--- src/rtl/dpram_pkg.sv ---
// Shared defaults for the dual-port-RAM FIFO controller and its pointer sub-block.
package dpram_pkg;

  localparam int DW_DEF    = 16;
  localparam int AW_DEF    = 8;
  localparam int DEPTH_DEF = 2 ** AW_DEF;
  localparam int CW_DEF    = AW_DEF + 1;

  // Occupancy needs one bit more than the address so that "full" (2**AW) fits.
  function automatic int count_width(input int aw);
    return aw + 1;
  endfunction

endpackage

--- src/rtl/dpram_ptr.sv ---
// AW-bit wrapping pointer with increment enable and synchronous clear.
module dpram_ptr #(
  parameter int AW = 8
) (
  input  logic          clk,
  input  logic          rst_n,
  input  logic          clr,
  input  logic          inc,
  output logic [AW-1:0] ptr
);

  always_ff @(posedge clk or negedge rst_n) begin
    if (!rst_n) begin
      ptr <= '0;
    end else if (clr) begin
      ptr <= '0;
    end else if (inc) begin
      ptr <= ptr + AW'(1);
    end
  end

endmodule

--- src/rtl/dpram_fifo_ctrl.sv ---
// FIFO controller driving an external simple dual-port RAM (port A write, port B
// registered read); tracks occupancy, status flags and sticky over/underflow.
module dpram_fifo_ctrl
  import dpram_pkg::*;
#(
  parameter int DW       = DW_DEF,
  parameter int AW       = AW_DEF,
  parameter int AFULL_TH = 2 ** AW - 4
) (
  input  logic          clk,
  input  logic          rst_n,
  input  logic          flush,
  input  logic          wr_en,
  input  logic [DW-1:0] wr_data,
  input  logic          rd_en,
  output logic [DW-1:0] rd_data,
  output logic          rd_valid,
  output logic          full,
  output logic          empty,
  output logic          afull,
  output logic [AW:0]   count,
  output logic          ovf,
  output logic          unf,
  output logic          ram_wea,
  output logic [AW-1:0] ram_addra,
  output logic [DW-1:0] ram_dina,
  output logic          ram_enb,
  output logic [AW-1:0] ram_addrb,
  input  logic [DW-1:0] ram_doutb
);

  localparam int CW    = count_width(AW);
  localparam int DEPTH = 2 ** AW;

  logic          wr_acc;
  logic          rd_acc;
  logic [1:0]    ptr_inc;
  logic [AW-1:0] ptr_val [2];

  // rst_n gating keeps both RAM ports idle while reset is held, even mid-cycle.
  assign wr_acc = rst_n && !flush && wr_en && !full;
  assign rd_acc = rst_n && !flush && rd_en && !empty;

  assign ptr_inc = {rd_acc, wr_acc};

  // Index 0 is the write pointer, index 1 the read pointer.
  for (genvar gi = 0; gi < 2; gi++) begin : g_ptr
    dpram_ptr #(.AW(AW)) u_ptr (
      .clk   (clk),
      .rst_n (rst_n),
      .clr   (flush),
      .inc   (ptr_inc[gi]),
      .ptr   (ptr_val[gi])
    );
  end

  assign ram_wea   = wr_acc;
  assign ram_addra = ptr_val[0];
  assign ram_dina  = wr_data;
  assign ram_enb   = rd_acc;
  assign ram_addrb = ptr_val[1];

  assign rd_data = ram_doutb;

  assign full  = (count == CW'(DEPTH));
  assign empty = (count == '0);
  assign afull = (count >= CW'(AFULL_TH));

  always_ff @(posedge clk or negedge rst_n) begin
    if (!rst_n) begin
      count    <= '0;
      rd_valid <= 1'b0;
      ovf      <= 1'b0;
      unf      <= 1'b0;
    end else if (flush) begin
      count    <= '0;
      rd_valid <= 1'b0;
      ovf      <= 1'b0;
      unf      <= 1'b0;
    end else begin
      rd_valid <= rd_acc;
      case ({wr_acc, rd_acc})
        2'b10:   count <= count + CW'(1);
        2'b01:   count <= count - CW'(1);
        default: count <= count;
      endcase
      if (wr_en && full) ovf <= 1'b1;
      if (rd_en && empty) unf <= 1'b1;
    end
  end

endmodule

--- config.mk ---
export PLATFORM = sky130hd
export DESIGN_NAME = dpram_fifo_ctrl
export DESIGN_NICKNAME = d
export VERILOG_FILES = /design/src/rtl/dpram_pkg.sv /design/src/rtl/dpram_ptr.sv /design/src/rtl/dpram_fifo_ctrl.sv
export SDC_FILE = /design/constraint.sdc
export NUM_CORES = 1
export LEC_CHECK = 0
export CORE_UTILIZATION = 43
export CTS_CLUSTER_SIZE = 14
export DETAILED_ROUTE_END_ITERATION = 6
export GPL_TIMING_DRIVEN = 1
export PLACE_DENSITY = 0.86
export SYNTH_ARGS = -nofsm -noshare
export SYNTH_HDL_FRONTEND = slang
export SYNTH_HIERARCHICAL = 1
export SYNTH_SLANG_ARGS = --single-unit
--- constraint.sdc ---
create_clock -name clk -period 7.05 [get_ports clk]
set_clock_uncertainty 0.15 [all_clocks]
set_input_delay 1.41 -clock clk [delete_from_list [all_inputs] [get_ports clk]]
set_output_delay 1.41 -clock clk [all_outputs]
set_load 0.1 [all_outputs]
==> metrics.md <==
| Metric | Value |
|---|---|
| Outcome | `finished, final reports clean` |
| Hold-fix buffer count after cts | `0` |
| Buf/Inv on CP | `3` |
| Rows | `24` |
| Post CTS Setup Buffer Count | `0` |
| Gpl congestion | `a little over 0.8` |
| # nets final | `258` |
| Minimum clock period | `5.229 ns` |
| Worst path cell trace | `clkdlybuf4s50_1 > buf_4 > nand3b_1 > nor2_1 > buf_4` |
| Layout cells sized above 1 | `6.667%` |
| Final wirelength | `approximately 3900 um` |
| Cells on worst reg2reg path | `11` |
| Leak | `0.9171 nW` |
| Synth warn | `6` |
| Arr. time, crit path | `3.67 ns` |
| Grt ovf | `0` |
| CP max stage cell | `clkdlybuf4s50_1` |
| Buffers on Ports | `37` |
| Worst relative slew slack | `roughly 29%` |
| Worst skew pair latency | `0.27 ns` |
| Starting density of the core | `between 40 and 50%` |
| Clk buf depth | `2` |
| Slowest stage delay, CP | `0.62 ns` |
| # Max-Cap Violations | `0` |
| Library cells used by synthesis | `38` |
| Final slew viol count | `0` |
| Max Fclk | `191.2 MHz` |
| TritonCTS clock tree | `done` |
| EDFF count, synth | `0` |
| Final hold violation count | `0` |
| Via-to-Cell Ratio | `5.580` |
| Top-count cell post-synth | `buf_4` |
| Die ar. | `a little under 0.005 mm^2` |
| Synth area leader | `dfrtp_1` |
| Worst Tran Pin Value | `1.058 ns` |
| DRT iter0 DRCs | `70` |
| Sequential area share after synthesis | `35.58%` |
| CP delay by family, top | `buffers and inverters` |
| Area share of the largest cell type after synthesis | `35.58%` |
| Util after Layout | `49.71%` |
| Internal power | `0.0002305 W` |
| Vias in the first global route | `1465` |
| Worst Setup Path Type | `in -> out` |
| Die Ht | `69.68 um` |
| Mapped Avg Cell Area | `9.560 um^2` |
| Antenna-violating nets left | `0` |
| Most frequent cells after synthesis | `36 x buf_4, 28 x dfrtp_1, 23 x nor2_1` |
| Async SR Flop Fraction | `100.0%` |
| Clk pwr share | `between 20% and 30%` |
| ANT cells | `0` |
| Final Setup Violations | `0` |
| Initial antenna violation count | `0` |
| Largest cells by area after synthesis | `dfrtp_1 36%, buf_4 14%, ha_1 5.7%` |
| Power per cell area | `between 150 and 200 mW/mm^2` |
| RSZ-0062 raised after global routing | `false` |
| Worst slack at placement | `1.780 ns` |
| Mapped Area | `0.001969 mm^2` |
| Startpoint Class | `input pin` |
| Die Wd | `69.68 um` |
| Req. time, crit path | `5.49 ns` |
| Reg power frac | `49.6%` |
| Largest net degree at the start of global routing | `24` |
| Final period utilization | `74.17%` |
| Setup crit end kind | `primary output` |
| H-tree Lvls | `1` |
| Via count | `1462` |
| Worst hold path class | `reg -> reg` |
| CTS sink count | `28` |
| Hpwl dp | `2871 um` |
| Worst-path maximum fanout | `23` |
| Worst vdd ir | `~0.075 mV` |
| Syn-to-layout area delta | `10.67%` |
| CTS root buffer | `clkbuf_8` |
| Global-route usage over all layers | `16.68%` |
| Final worst slack | `1.821 ns` |
| Syn Inst Count | `206` |
| Net Switching | `0.0001056 W` |
| Combinational power share | `about a fifth` |
| Sw Share | `between 30% and 40%` |
| Main flop type after synthesis | `dfrtp_1` |
| Setup_tns | `0 ns` |
| Total power | `around 0.00034 W` |
| Average routed wire per standard cell | `14.70 um` |
| Crit path depth | `5` |
| Total CTS buffers | `3` |
| Hold path cells | `2` |
| First-pass GRT wire length | `6734 um` |
| First-pass DRT Iterations | `4` |
| I/O Pins | `102` |
| Clk pin slew, worst setup/hold paths | `0.09 ns` |
| Synth Net Count | `253` |
| Cts repair resizes | `0` |
| Cell mode on critical path | `buf_4` |
| DRC violations left | `0` |
| Core area | `0.004384 mm^2` |
| Synth Register Bits | `28` |
[layer usage]
metal  share of wire, %  track usage [%]  wire, um  vias to the layer above
li1                   -                -         -                      707
met1                 46            21.75      1755                      710
met2                 49            27.72      1878                       35
met3                4.4            3.198       169                       10
met4                1.2            5.778        48                        0
met5                  0                0         0                        -
[worst min-delay path, cell delays in order (launching register included)]
cell and delay [ns]:
dfrtp_1 0.36, a21oi_1 0.04, nor2_1 0.08
[path summary, 6_finish.rpt]
path	from	end	slack [ns]
worst max-delay path	flush	ram_enb	1.82
worst min-delay path	unf	unf	0.37
worst max register to register	count[0]	count[8]	3.42
worst min register to register	unf	unf	0.37
max in group asynchronous	rst_n	g_ptr[1].u_ptr/ptr[2]	4.73
min in group asynchronous	rst_n	g_ptr[0].u_ptr/ptr[1]	1.35
[power groups by stage]
stage,logic [W],registers [W],clock network (W)
after floorplan,0.000120,0.000187,0
after global placement,0.0000687,0.000170,0
after detailed placement,0.0000699,0.000170,0
after CTS,0.0000701,0.000167,0.000104
after global routing,0.0000743,0.000167,0.000108
final,0.0000698,0.000167,0.0000997
[layout make-up]
type / instances / area, um^2
Fill cell: 428 / 2205
Multi-Input combinational cell: 139 / 978.4
Sequential cell: 28 / 700.7
Timing Repair Buffer: 39 / 380.4
Tap cell: 52 / 65.06
Clock buffer: 4 / 55.05
[through the flow]
stage	cells	hold slack (ns)	cell area (um^2)
after global placement	258	0.3287	2125
after floorplan	206	0.8825	1969
after CTS	262	0.3757	2180
after detailed placement	258	0.3495	2125
after global routing	262	0.4292	2180
final	262	0.3687	2180
[cell families after synthesis]
family,synth area share [%]
buffers and inverters,14.74
xor gates and xnor gates,6.671
and+or+nand+nor,17.47
adders and majority gates,6.735
DFF,35.58
AOI/OAI and AO/OA,15.25
muxes,3.558
[layout by cell type (no fill, tap or decap), types with 6 or more instances in the layout]
master,Yosys,routed
or3_1,6,6
a21oi_1,14,14
o21ai_0,8,8
mux2i_1,7,7
clkdlybuf4s50_1,0,35
dfrtp_1,28,28
nor2_1,23,23
ha_1,9,9
nand2_1,10,10
nand4_1,6,6
xnor2_1,8,8
xor2_1,7,7
[registers in the layout (all words and copies together), names as in the netlist]
signal and cells:
rd_valid 1, count 9, ovf 1, g_ptr.u_ptr/ptr 16, unf 1
(Power assumes the default switching activity.)
